==> src/rtl/stack_access_ctrl_if.sv <==
// Request/response, stack-pointer and data-memory signals of the stack access controller.
// The slave modport is the controller; the master modport is its environment.
interface stack_access_ctrl_if #(
    parameter int ADDR_W = 20
);
    logic              req_valid;
    logic [1:0]        req_op;
    logic [31:0]       req_wdata;
    logic              req_ready;
    logic              resp_valid;
    logic [31:0]       resp_rdata;
    logic              resp_err;
    logic [31:0]       sp_in;
    logic [2:0]        sp_ctrl;
    logic [ADDR_W-1:0] mem_addr;
    logic [15:0]       mem_wdata;
    logic              mem_we;
    logic              mem_re;
    logic [15:0]       mem_rdata;
    logic              mem_ready;

    modport master (
        output req_valid, req_op, req_wdata, sp_in, mem_rdata, mem_ready,
        input  req_ready, resp_valid, resp_rdata, resp_err, sp_ctrl,
               mem_addr, mem_wdata, mem_we, mem_re
    );

    modport slave (
        input  req_valid, req_op, req_wdata, sp_in, mem_rdata, mem_ready,
        output req_ready, resp_valid, resp_rdata, resp_err, sp_ctrl,
               mem_addr, mem_wdata, mem_we, mem_re
    );
endinterface

==> src/rtl/stack_access_ctrl.sv <==
// Sequences 16/32-bit stack push/pop over a 16-bit memory port; resp_valid 3 (16b) / 4 (32b) cycles after accept
// with zero-wait memory, 2 on a range error. Strobes hold until mem_ready; one request in flight, req_ready only in IDLE.
module stack_access_ctrl #(
    parameter int          ADDR_W    = 20,
    parameter logic [31:0] STACK_TOP = 32'd1048575
) (
    input  logic               clk,
    input  logic               Rst,
    stack_access_ctrl_if.slave bus
);
    typedef enum logic [2:0] {IDLE, XFER0, XFER1, ADJ, DONE} state_t;

    localparam logic [1:0] OP_PUSH16 = 2'b00;
    localparam logic [1:0] OP_POP16  = 2'b01;
    localparam logic [1:0] OP_PUSH32 = 2'b10;

    state_t            state;
    logic [1:0]        op_q;
    logic [15:0]       lo_wdata_q;
    logic [ADDR_W-1:0] base_q;
    logic [15:0]       lo_word;
    logic [32:0]       sp_ext;
    logic              range_bad;
    logic [ADDR_W-1:0] sp_addr;

    assign sp_addr = bus.sp_in[ADDR_W-1:0];

    // Bounds are evaluated on the live SP in 33 bits so neither end can wrap.
    always_comb begin
        range_bad = 1'b0;
        sp_ext    = {1'b0, bus.sp_in};
        unique case (bus.req_op)
            OP_PUSH16: range_bad = sp_ext < 33'd1;
            OP_PUSH32: range_bad = sp_ext < 33'd2;
            OP_POP16:  range_bad = (sp_ext + 33'd1) > {1'b0, STACK_TOP};
            default:   range_bad = (sp_ext + 33'd2) > {1'b0, STACK_TOP};
        endcase
    end

    function automatic logic [2:0] adj_code(input logic [1:0] op);
        unique case (op)
            OP_PUSH16: adj_code = 3'b100;
            OP_POP16:  adj_code = 3'b011;
            OP_PUSH32: adj_code = 3'b010;
            default:   adj_code = 3'b001;
        endcase
    endfunction

    always_ff @(posedge clk) begin
        if (Rst) begin
            state          <= IDLE;
            op_q           <= 2'b00;
            lo_wdata_q     <= 16'h0000;
            base_q         <= '0;
            lo_word        <= 16'h0000;
            bus.req_ready  <= 1'b1;
            bus.resp_valid <= 1'b0;
            bus.resp_err   <= 1'b0;
            bus.resp_rdata <= 32'h0000_0000;
            bus.sp_ctrl    <= 3'b000;
            bus.mem_we     <= 1'b0;
            bus.mem_re     <= 1'b0;
            bus.mem_addr   <= '0;
            bus.mem_wdata  <= 16'h0000;
        end else begin
            bus.sp_ctrl    <= 3'b000;
            bus.resp_valid <= 1'b0;
            unique case (state)
                IDLE: begin
                    if (bus.req_valid) begin
                        op_q          <= bus.req_op;
                        lo_wdata_q    <= bus.req_wdata[15:0];
                        base_q        <= sp_addr;
                        bus.req_ready <= 1'b0;
                        bus.resp_err  <= range_bad;
                        // A rejected request still passes through ADJ (with a hold code) so the
                        // error response lands at a fixed point after accept.
                        if (range_bad) begin
                            state <= ADJ;
                        end else begin
                            state         <= XFER0;
                            bus.mem_we    <= ~bus.req_op[0];
                            bus.mem_re    <= bus.req_op[0];
                            bus.mem_addr  <= bus.req_op[0] ? sp_addr + ADDR_W'(1) : sp_addr;
                            bus.mem_wdata <= bus.req_op[1] ? bus.req_wdata[31:16] : bus.req_wdata[15:0];
                        end
                    end
                end
                XFER0: begin
                    if (bus.mem_ready) begin
                        lo_word <= bus.mem_rdata;
                        if (op_q[1]) begin
                            state         <= XFER1;
                            bus.mem_addr  <= op_q[0] ? base_q + ADDR_W'(2) : base_q - ADDR_W'(1);
                            bus.mem_wdata <= lo_wdata_q;
                        end else begin
                            state       <= ADJ;
                            bus.mem_we  <= 1'b0;
                            bus.mem_re  <= 1'b0;
                            bus.sp_ctrl <= adj_code(op_q);
                            if (op_q[0]) bus.resp_rdata <= {16'h0000, bus.mem_rdata};
                        end
                    end
                end
                XFER1: begin
                    if (bus.mem_ready) begin
                        state       <= ADJ;
                        bus.mem_we  <= 1'b0;
                        bus.mem_re  <= 1'b0;
                        bus.sp_ctrl <= adj_code(op_q);
                        if (op_q[0]) bus.resp_rdata <= {bus.mem_rdata, lo_word};
                    end
                end
                ADJ: begin
                    state          <= DONE;
                    bus.resp_valid <= 1'b1;
                end
                DONE: begin
                    state         <= IDLE;
                    bus.req_ready <= 1'b1;
                end
                default: state <= IDLE;
            endcase
        end
    end
endmodule
==> src/flat_wrapper.sv <==
// flat-port wrapper written by rule: the top's interface ports become plain ports
module stack_access_ctrl_flat 
#(
    parameter int          ADDR_W    = 20,
    parameter logic [31:0] STACK_TOP = 32'd1048575
)
  (clk, Rst, bus_req_valid, bus_req_op, bus_req_wdata, bus_sp_in, bus_mem_rdata, bus_mem_ready, bus_req_ready, bus_resp_valid, bus_resp_rdata, bus_resp_err, bus_sp_ctrl, bus_mem_addr, bus_mem_wdata, bus_mem_we, bus_mem_re);
  stack_access_ctrl_if #(.ADDR_W(ADDR_W)) bus_i ();
  input  logic clk;
  input  logic Rst;
  input wire logic [$bits(bus_i.req_valid)-1:0] bus_req_valid;
  input wire logic [$bits(bus_i.req_op)-1:0] bus_req_op;
  input wire logic [$bits(bus_i.req_wdata)-1:0] bus_req_wdata;
  input wire logic [$bits(bus_i.sp_in)-1:0] bus_sp_in;
  input wire logic [$bits(bus_i.mem_rdata)-1:0] bus_mem_rdata;
  input wire logic [$bits(bus_i.mem_ready)-1:0] bus_mem_ready;
  output wire logic [$bits(bus_i.req_ready)-1:0] bus_req_ready;
  output wire logic [$bits(bus_i.resp_valid)-1:0] bus_resp_valid;
  output wire logic [$bits(bus_i.resp_rdata)-1:0] bus_resp_rdata;
  output wire logic [$bits(bus_i.resp_err)-1:0] bus_resp_err;
  output wire logic [$bits(bus_i.sp_ctrl)-1:0] bus_sp_ctrl;
  output wire logic [$bits(bus_i.mem_addr)-1:0] bus_mem_addr;
  output wire logic [$bits(bus_i.mem_wdata)-1:0] bus_mem_wdata;
  output wire logic [$bits(bus_i.mem_we)-1:0] bus_mem_we;
  output wire logic [$bits(bus_i.mem_re)-1:0] bus_mem_re;
  assign bus_i.req_valid = bus_req_valid;
  assign bus_i.req_op = bus_req_op;
  assign bus_i.req_wdata = bus_req_wdata;
  assign bus_i.sp_in = bus_sp_in;
  assign bus_i.mem_rdata = bus_mem_rdata;
  assign bus_i.mem_ready = bus_mem_ready;
  assign bus_req_ready = bus_i.req_ready;
  assign bus_resp_valid = bus_i.resp_valid;
  assign bus_resp_rdata = bus_i.resp_rdata;
  assign bus_resp_err = bus_i.resp_err;
  assign bus_sp_ctrl = bus_i.sp_ctrl;
  assign bus_mem_addr = bus_i.mem_addr;
  assign bus_mem_wdata = bus_i.mem_wdata;
  assign bus_mem_we = bus_i.mem_we;
  assign bus_mem_re = bus_i.mem_re;
  stack_access_ctrl #(.ADDR_W(ADDR_W), .STACK_TOP(STACK_TOP)) u_core (.clk(clk), .Rst(Rst), .bus(bus_i));
endmodule
==> config.mk <==
export PLATFORM = sky130hd
export DESIGN_NAME = stack_access_ctrl_flat
export DESIGN_NICKNAME = d
export VERILOG_FILES = /design/src/rtl/stack_access_ctrl_if.sv /design/src/rtl/stack_access_ctrl.sv /design/src/flat_wrapper.sv
export SDC_FILE = /design/constraint.sdc
export NUM_CORES = 1
export LEC_CHECK = 0
export BUFFER_PORTS_ARGS = -buffer_cell sky130_fd_sc_hd__buf_2
export CORE_ASPECT_RATIO = 0.75
export CORE_MARGIN = 2
export CORE_UTILIZATION = 35
export DETAILED_ROUTE_END_ITERATION = 6
export PLACE_DENSITY_LB_ADDON = 0.25
export SYNTH_ARGS = -nofsm -noshare
export SYNTH_HDL_FRONTEND = slang
export SYNTH_SLANG_ARGS = --single-unit
==> constraint.sdc <==
create_clock -name clk -period 3.8 [get_ports clk]
set_clock_uncertainty 0.1 [all_clocks]
set_input_delay 0 -clock clk [delete_from_list [all_inputs] [get_ports clk]]
set_output_delay 0 -clock clk [all_outputs]
set_load 0.01 [all_outputs]
==> results, run 1 <==
- The finished layout holds 1519 standard cells, fillers aside.
- With fillers left out, the area of the finished cells amounts to 10280 µm².
- By area the synthesized netlist is led by dfxtp_1, nand2_1, mux2i_1.
- In this run the critical register-to-register path is captured at u_core.bus.mem_addr[12]$_SDFFE_PP0P_.
- The worst setup path is of the in -> reg kind.
- In this run the clock root is driven by a clkbuf_16.
- In the finished design, the share of the clock period the worst path needs comes to 88.25%.
- The power share of the sequential group is 36.4%.
- The antenna cell count is 0.
- Clock latency on the worst-skew pair, taken at its later pin, is 0.41 ns.
- The clock network accounts for 40.4% of the total power.
- The part of the Yosys area used for sequential elements is 32.88%.
- The worst voltage drop across the vdd grid is 0.0003137 V.
- The total global routing overflow is 0.
- The share of total power dissipated in combinational logic is 23.2%.
- The largest fanout of any net on the critical path is 36.
- The pin count of the biggest net entering global routing is 57.
- Cells fill 44.93% of the core in the end.
- The cell count after synthesis came out at 1036.
- In this run the vertical extent of the chip is 135.7 µm.
- Counting distinct cell types in the post-synthesis netlist gives 72.
- The power per standard cell area is 424.1 nW/µm².
- Timing analysis after detailed placement gives a worst setup slack of 0.6331 ns.
- The flow ran to the end, and the final reports show no timing, DRC or antenna violations.
- The power spent charging and discharging nets is 1.383 mW.
- The max capacitance violation total is 0.
- The remaining routing DRC violations is 0.
- The via count of the routed design is 8089.
- Clock-pin slew was measured on the worst setup and hold paths at 0.07 ns.
- The total die area is 24380 µm².
- The number of synthesized register bits is 133.
- Among all cell types in the netlist, the one instantiated most often is nand2_1.
- The setup check on the worst reg-to-reg path leaves a slack of 1.18 ns.
- The actual transition at the worst max-transition pin is 0.9779 ns.
- The number of hold-slack violations in the final timing report is 0.
- After synthesis, the mean cell area works out to 7.816 µm².
- The number of placed instances, taps included, is 1417.
- The category of the worst setup path capture point is a flip-flop.
- The type of the worst min-delay path is in -> reg.
- The worst pin sits at a relative slew slack of 34.71%.
- The overall power is 4.361 mW.
- Data on the critical path arrives at its endpoint at 3.59 ns.
- The worst hold path passes through 3 cells.
- The final number of max-transition violations was 0.
- Once the floorplan was initialized, standard cells occupied 35.39% of the core.
- The number of global-route vias before repair was 7710.
- The data required time of the worst path is 4.04 ns.
- Setup repair after global routing left no endpoint under its margin.
- The launch point of the worst hold path is bus_req_op[0].
- The number of nets produced by synthesis is 1135.
- After the last flow step, the layout net total stands at 1305.
- The shortest clock period the worst path allows after layout is 3.353 ns.
- The hold path endpoint is u_core.op_q[0]$_SDFFE_PP0P_.
- The H-tree was split into 4 levels.
- TritonCTS built the clock tree.
- The first routing iteration left 641 violations.
- In this run the biggest area consumer among cell types represents 32.88% of the synthesized area.
- The count of flip-flops with a built-in enable after synthesis is 0.
- Hold timing on the final database bottoms out at a slack of 0.01900 ns.
- The die is 179.6 µm wide.
- The initial antenna violation count is 0.
- The row count is 48.
- The cell-internal power is 2.978 mW.
- The setup TNS is 0 ns.
- The instance area after placement is 8961 µm².
- The startpoint identified for the worst register-to-register timing path is u_core.state[0]$_SDFFE_PP0P_.
- Wires add up to 25250 µm.
- The total global-route track usage is 20.69%.
- Of the cells placed in the final design, the portion with a size suffix greater than 1 is 19.28%.
- The weighted congestion reported at the end of routability-driven placement is 0.8859.
- Timing would allow up to 0.2982 GHz.
- The antenna violation net count after detailed routing is 0.
- The fraction of registers with async set or reset after synthesis is 0%.
- The static leakage is 4.140 nW.
- The core region is 22880 µm².
- Yosys printed 0 warnings.
- The iteration count of the initial detailed-routing pass is 5.
- Of the total power, the share spent switching nets is 31.72%.
- The clock passes through at most 2 buffers.
- The via density per instance is 5.325.
- The number of placed I/O pins is 162.
- The count of buffers added on input and output ports is 161.
- The worst setup path is launched from an input port.
- The synthesis-to-finish area growth is 26.96%.
- In the synthesized netlist the dominant register cell turns out to be dfxtp_1.
- By count the netlist is led by nand2_1, dfxtp_1, a21oi_1.
- Measured in cells, the most critical reg-to-reg path has a length of 7.
- Setup violations remaining at the end of the flow were counted as 0.
- The wire length of the first global-routing pass is 41120 µm.
- The synthesized cell area is 8098 µm².
- After clock tree synthesis, the repair step resized 0 gates.
- The final routed wire length divided by cell count is 16.62 µm.
- Clock tree synthesis inserted a total of 17 buffers.
- CTS saw 133 sinks.
- The final worst slack is 0.4466 ns.
- The half-perimeter wire length of the detailed placement result is 16960 µm.
- The biggest area contributor in the post-synthesis netlist is dfxtp_1.
area by class of cell:
type / count / area (µm²)
Fill cell: 2311 / 12600
Multi-Input combinational cell: 797 / 4959
Sequential cell: 133 / 2663
Timing Repair Buffer: 244 / 1617
Clock buffer: 17 / 425.4
Tap cell: 300 / 375.4
Clock inverter: 15 / 193.9
Inverter: 13 / 48.80
cell families after synthesis:
group	Yosys count	synth area share, %
AO/OA/AOI/OAI	187	15.20
XOR/XNOR	59	6.381
adder cells (fa/ha/maj)	13	2.009
buffers and inverters	106	6.211
flip-flops	133	32.88
multiplexers	74	9.163
AND/OR/NAND/NOR	464	28.15
state kept, by name, summed over array words and instances (netlist names):
name,flops
u_core.bus.resp_rdata,32
u_core.op_q,2
u_core.state,3
u_core.bus.mem_we,1
u_core.bus.req_ready,1
u_core.bus.mem_re,1
u_core.bus.resp_valid,1
u_core.lo_word,16
u_core.base_q,20
u_core.bus.mem_wdata,16
u_core.bus.resp_err,1
u_core.bus.sp_ctrl,3
u_core.lo_wdata_q,16
u_core.bus.mem_addr,20
power groups by stage:
| stage | Sequential (mW) | Combinational, mW | Clock, mW |
|---|---|---|---|
| floorplan | 1.62 | 0.675 | 0 |
| global placement | 1.62 | 0.951 | 0 |
| detailed placement | 1.62 | 0.958 | 0 |
| CTS | 1.59 | 1.02 | 1.80 |
| global route | 1.61 | 1.12 | 1.85 |
| finish | 1.59 | 1.01 | 1.76 |
how the worst max path moves through the flow:
stage / to / start / cells after the start
floorplan: u_core.bus.mem_addr[0]$_SDFFE_PP0P_ / bus_sp_in[1] / 11
global placement: u_core.bus.mem_addr[11]$_SDFFE_PP0P_ / bus_sp_in[2] / 11
detailed placement: u_core.bus.mem_addr[12]$_SDFFE_PP0P_ / bus_sp_in[2] / 11
CTS: u_core.bus.mem_addr[13]$_SDFFE_PP0P_ / bus_sp_in[2] / 12
global route: u_core.bus.mem_addr[0]$_SDFFE_PP0P_ / bus_sp_in[2] / 12
finish: u_core.bus.mem_addr[12]$_SDFFE_PP0P_ / bus_sp_in[2] / 12
worst max-delay path: stages:
cell	delay [ns]
dlygate4sd3_1	0.52
buf_2	0.22
ha_1	0.25
clkinv_1	0.22
or4_4	0.62
or3_1	0.32
a22oi_1	0.21
and4_1	0.32
nor4_2	0.10
o32ai_4	0.25
buf_12	0.29
mux2i_1	0.22
cells in the final DEF, fill, tap and decap left out, types with 3 or more instances in the layout:
| cell type | instances |
|---|---|
| a211oi_1 | 17 |
| a21oi_1 | 76 |
| a22oi_1 | 3 |
| a31oi_1 | 3 |
| and3_1 | 13 |
| and4_1 | 7 |
| buf_2 | 161 |
| buf_4 | 12 |
| bufinv_16 | 3 |
| clkbuf_16 | 17 |
| dfxtp_1 | 133 |
| dlygate4sd3_1 | 70 |
| ha_1 | 13 |
| inv_1 | 11 |
| inv_6 | 5 |
| mux2i_1 | 73 |
| nand2_1 | 243 |
| nand2b_1 | 4 |
| nand3_1 | 39 |
| nand4_1 | 26 |
| nand4b_1 | 4 |
| nor2_1 | 46 |
| nor2b_1 | 3 |
| nor3_1 | 22 |
| nor3b_1 | 5 |
| nor4_1 | 17 |
| nor4_2 | 3 |
| nor4_4 | 3 |
| o211ai_1 | 41 |
| o21ai_0 | 16 |
| o22ai_1 | 3 |
| or3_1 | 7 |
| xnor2_1 | 35 |
| xor2_1 | 24 |
repair_timing:
action	CTS	global route
hold endpoints to repair	106	0
hold buffers	70	0
setup buffers	0	0
per-layer routing:
metal,part of all wire [%],vias up,GRT usage (%)
met3,6.6,24,4.812
met2,43,244,31.99
met4,1.1,0,4.697
met1,49,3823,29.22
li1,-,3998,-
met5,0,-,0
(Power assumes the default switching activity.)
==> run 2: changes to the inputs <==
--- a/config.mk
+++ b/config.mk
@@ -5,6 +5,7 @@
 export SDC_FILE = /design/constraint.sdc
 export NUM_CORES = 1
 export LEC_CHECK = 0
+export ABC_AREA = 1
 export BUFFER_PORTS_ARGS = -buffer_cell sky130_fd_sc_hd__buf_2
 export CORE_ASPECT_RATIO = 0.75
 export CORE_MARGIN = 2
==> run 2 against run 1 <==
Maximum frequency grew 6.1%. Non-clock buffer count is the same. Register-to-register slack lost 0.21 ns. Flip-flop and latch count is the same. Highest routed layer unchanged. Critical endpoint is now u_core.bus.mem_addr[7]$_SDFFE_PP0P_. Synthesized cell count grew 35%. Utilization grew 0.30 points. Power grew 47%.
==> results, run 2 <==
- The signal on the critical path passes through dlygate4sd3_1 > buf_2 > ha_1 > nand2_1 > nor2_4 > nand2_1 > nor2_1 > nand2_1 > nand2_1 > nand2_1 > nor2_1 > nand2_1 > nor2_1 > nand3_1 > nand2_1 > nand2_1 > nand3_2 > nand2_4 > inv_4 > nor2_1 > nor2_1.
- By area the synthesized netlist is led by dfxtp_1, nand2_1, nor2_1.
- The xor and xnor fraction of the mapped netlist area is 1.661%.
- The fraction of layout cells with a size suffix above 1 is 14.61%.
- The overall power is 6.395 mW.
- By count the netlist is led by nand2_1, nor2_1, inv_1.
- The number of placed instances, taps included, is 1820.
- The longest individual stage delay on the worst path is 0.52 ns.
- The setup TNS is 0 ns.
- Timing would allow up to 0.3164 GHz.
- After synthesis, the largest family of logic cells by area is simple AND/OR/NAND/NOR gates.
- In this run the clock root is driven by a clkbuf_16.
- After the flow finishes, the layout carries non-filler instances totaling 1921.
- In this run the power density over the cells is 592.8 nW/µm².
- The terminus of the critical flop-to-flop path is u_core.bus.mem_addr[12]$_SDFFE_PP0P_.
- The synthesized design contains 133 register bits.
- CTS built an H-tree with a depth of 4.
- The number of instances on the worst hold path is 3.
- The post-route cell area is 10790 µm².
- The final critical path takes up 83.17% of the cycle.
- The number of gates resized after cts is 0.
- The commonest register cell after synthesis is dfxtp_1.
- The number of sinks on the clock net is 133.
- The remaining routing DRC violations is 0.
- The clock-pin slew of the registers on the worst-case setup and hold paths is 0.07 ns.
- The pin count of the biggest net entering global routing is 65.
- The final number of max-transition violations was 0.
- The global-route met2 utilization is 32.24%.
- After synthesis, the netlist uses 42 different library cells.
- The largest registers in the layout are u_core.bus.resp_rdata: 32 flops, u_core.base_q: 20 flops, u_core.bus.mem_addr: 20 flops.
- Summing the areas of all fa, ha and maj instances in the mapped netlist gives 1.928% of the synthesized area.
- The register with the most flip-flops in the final layout is u_core.bus.resp_rdata.
- The count of flip-flops with a built-in enable after synthesis is 0.
- At the end of routability-driven placement, the weighted congestion stood at 1.010.
- In the layout the commonest cells are nand2_1, nor2_1, buf_2.
- The register with the most flip-flops in the layout has 32 of them.
- The number of hold-slack violations in the final timing report was 0.
- The maximum count of clock buffers along a single path is 2.
- 0 antenna diodes ended up in the layout.
- Summing the areas of all and, or, nand and nor instances in the mapped netlist gives 36.75% of the synthesized area.
- For met1 alone, demand over resource in global routing was 34.16%.
- The most frequently used cell type in the post-synthesis netlist is nand2_1.
- met1 is the most crowded layer.
- The arrival time at the worst endpoint is 3.41 ns.
- The wire-length estimate of the detail-placed layout is 20950 µm.
- The worst hold path begins at Rst.
- Post-CTS timing repair inserted 0 buffers for setup.
- IR analysis of the VDD net gives a maximum drop of 0.0004733 V.
- When the netlist entered floorplanning its net count stood at 1502.
- The compound-gate portion of the synthesized area is 18.23%.
- After clock tree synthesis, the flow added hold-fix buffers numbering 69.
- The vertical extent of the die is 138.5 µm.
- Final hold analysis gives a worst-case slack of 0.006597 ns.
- The met3 demand-to-capacity share in global routing is 4.768%.
- The first global-routing pass estimated 45800 µm of wire.
- The startpoint identified for the worst register-to-register timing path is u_core.base_q[1]$_SDFFE_PP0P_.
- The worst path needs 3.161 ns of the cycle, external delays included.
- The net count of the finished layout is 1701.
- The number of warnings reported in the yosys synthesis log is 0.
- The min-delay analysis places its worst path in the category in -> reg.
- The library cell used most frequently in the layout, excluding fill and tap cells, is nand2_1.
- After detailed routing, the number of vias per cell comes to 5.061.
- The final worst slack is 0.6395 ns.
- Setup violations remaining at the end of the flow were counted as 0.
- The detail route stage leaves a number of antenna-violating nets equal to 0.
- Cells fill 45.23% of the core in the end.
- The fraction of post-synthesis cell area in the top cell type by area is 31.56%.
- The hold path endpoint is u_core.bus.resp_rdata[13]$_SDFFE_PP0P_.
- The actual transition at the worst max-transition pin is 0.9709 ns.
- The area of the placeable core is 23850 µm².
- The tool flagged a number of max-cap violations equal to 0.
- The depth of the worst register-to-register path is 13.
- The run finished with clean final reports.
- The floorplan step defined a die boundary enclosing 25370 µm².
- The post-synthesis cell type with the largest combined area is dfxtp_1.
- The number of buffers created by CTS is 17.
- For flop-to-flop paths, the worst setup slack is 0.97 ns.
- The iteration count of the initial detailed-routing pass is 5.
- At the worst endpoint, the required time is 4.05 ns.
- The static leakage is 5.051 nW.
- The worst pin sits at a relative slew slack of 35.28%.
- The initial core utilization is 35.37%.
- Counting flops with an async set or reset pin after synthesis yields a share of 0%.
- The synthesized area per cell is 6.013 µm².
- The worst-path cell with the longest stage delay is dlygate4sd3_1.
- Summing the sequential cell areas from Yosys gives 31.56% of the chip area.
- Setup repair after global routing left no endpoint under its margin.
- The portion of netlist area occupied by mux cells is 0%.
- The total global routing overflow is 0.
- Prior to clock tree synthesis, the placed netlist has a worst setup slack of 0.8033 ns.
- The floorplan has 49 rows.
- The floorplan step set the die width to 183.3 µm.
- STA classifies the critical path endpoint as a flip-flop.
- The initial antenna violation count came to 0.
- Dividing the detail-routed wire length by the instance count gives 15.06 µm.
- The total wire length is 28920 µm.
- The number of global-route vias before repair is 8503.
- TritonCTS built the clock tree.
- The worst setup path is of the in -> reg kind.
- After detailed placement, the total cell area comes to 9478 µm².
- The instance count of the mapped netlist is 1403.
- Global routing used 22.43% of the available tracks across all layers.
- The port buffer count is 161.
- The worst setup path is launched from an input port.
- The synthesized netlist occupies a cell area of 8436 µm².
- The synthesis-to-finish area growth is 27.87%.
- During I/O placement, the number of pins put on the boundary was 162.
- The via count of the routed design is 9722.
- Of all nets on the critical path, the largest fanout is 43.
- The clock latency on the worst-skew pair is 0.41 ns.
- For this block, the initial DRC count from the detailed router was 865.
- The cell type with the highest occurrence count on the critical path is nand2_1.
-- run 2: worst max-delay path, delay by kind of cell --
family	cells	cell delay (ns)
AND/OR/NAND/NOR	17	2.13
adder cells (fa/ha/maj)	1	0.29
buffers and inverters	3	0.98
-- run 2: cells by family (layout without fill, tap and decap cells) --
logic type	count (synthesis)	count (layout)
AND/OR/NAND/NOR	747	747
AO/OA/AOI/OAI	283	283
buffers and inverters	211	423
flip-flops	133	133
XOR/XNOR	16	16
adder cells (fa/ha/maj)	13	13
-- run 2: cell type report --
class / instances / area [µm²]
fill: 2513 / 13060
clock inverter: 15 / 192.7
tap: 306 / 382.9
timing repair buffer: 244 / 1602
clock buffer: 17 / 425.4
inverter: 147 / 554.3
multi-input combinational: 1059 / 4967
sequential: 133 / 2663
-- run 2: routing by layer --
metal  routed length, µm  part of all wire (%)  vias up
li1                    -                     -     4924
met1               14160                    49     4406
met2               11860                    41      357
met3                2547                   8.8       35
met4                 361                   1.2        0
met5                   0                     0        -
-- run 2: how the worst max path moves through the flow --
| stage | start | to | slack (ns) | depth (start not counted) |
|---|---|---|---|---|
| after floorplan | u_core.base_q[1]$_SDFFE_PP0P_ | u_core.bus.mem_addr[12]$_SDFFE_PP0P_ | 1.64 | 13 |
| after global placement | bus_sp_in[2] | u_core.bus.mem_addr[9]$_SDFFE_PP0P_ | 0.85 | 20 |
| after detailed placement | bus_sp_in[2] | u_core.bus.mem_addr[9]$_SDFFE_PP0P_ | 0.80 | 19 |
| after CTS | bus_sp_in[2] | u_core.bus.mem_addr[9]$_SDFFE_PP0P_ | 0.70 | 20 |
| after global routing | bus_sp_in[2] | u_core.bus.mem_addr[14]$_SDFFE_PP0P_ | 0.32 | 20 |
| final | bus_sp_in[2] | u_core.bus.mem_addr[7]$_SDFFE_PP0P_ | 0.64 | 21 |
-- run 2: where the power goes --
| part | leakage, nW | switching [mW] | internal (mW) |
|---|---|---|---|
| sequential | 1.09 | 0.244 | 1.76 |
| combinational | 3.66 | 1.75 | 0.898 |
| clock | 0.301 | 0.694 | 1.05 |
| total | 5.05 | 2.69 | 3.71 |
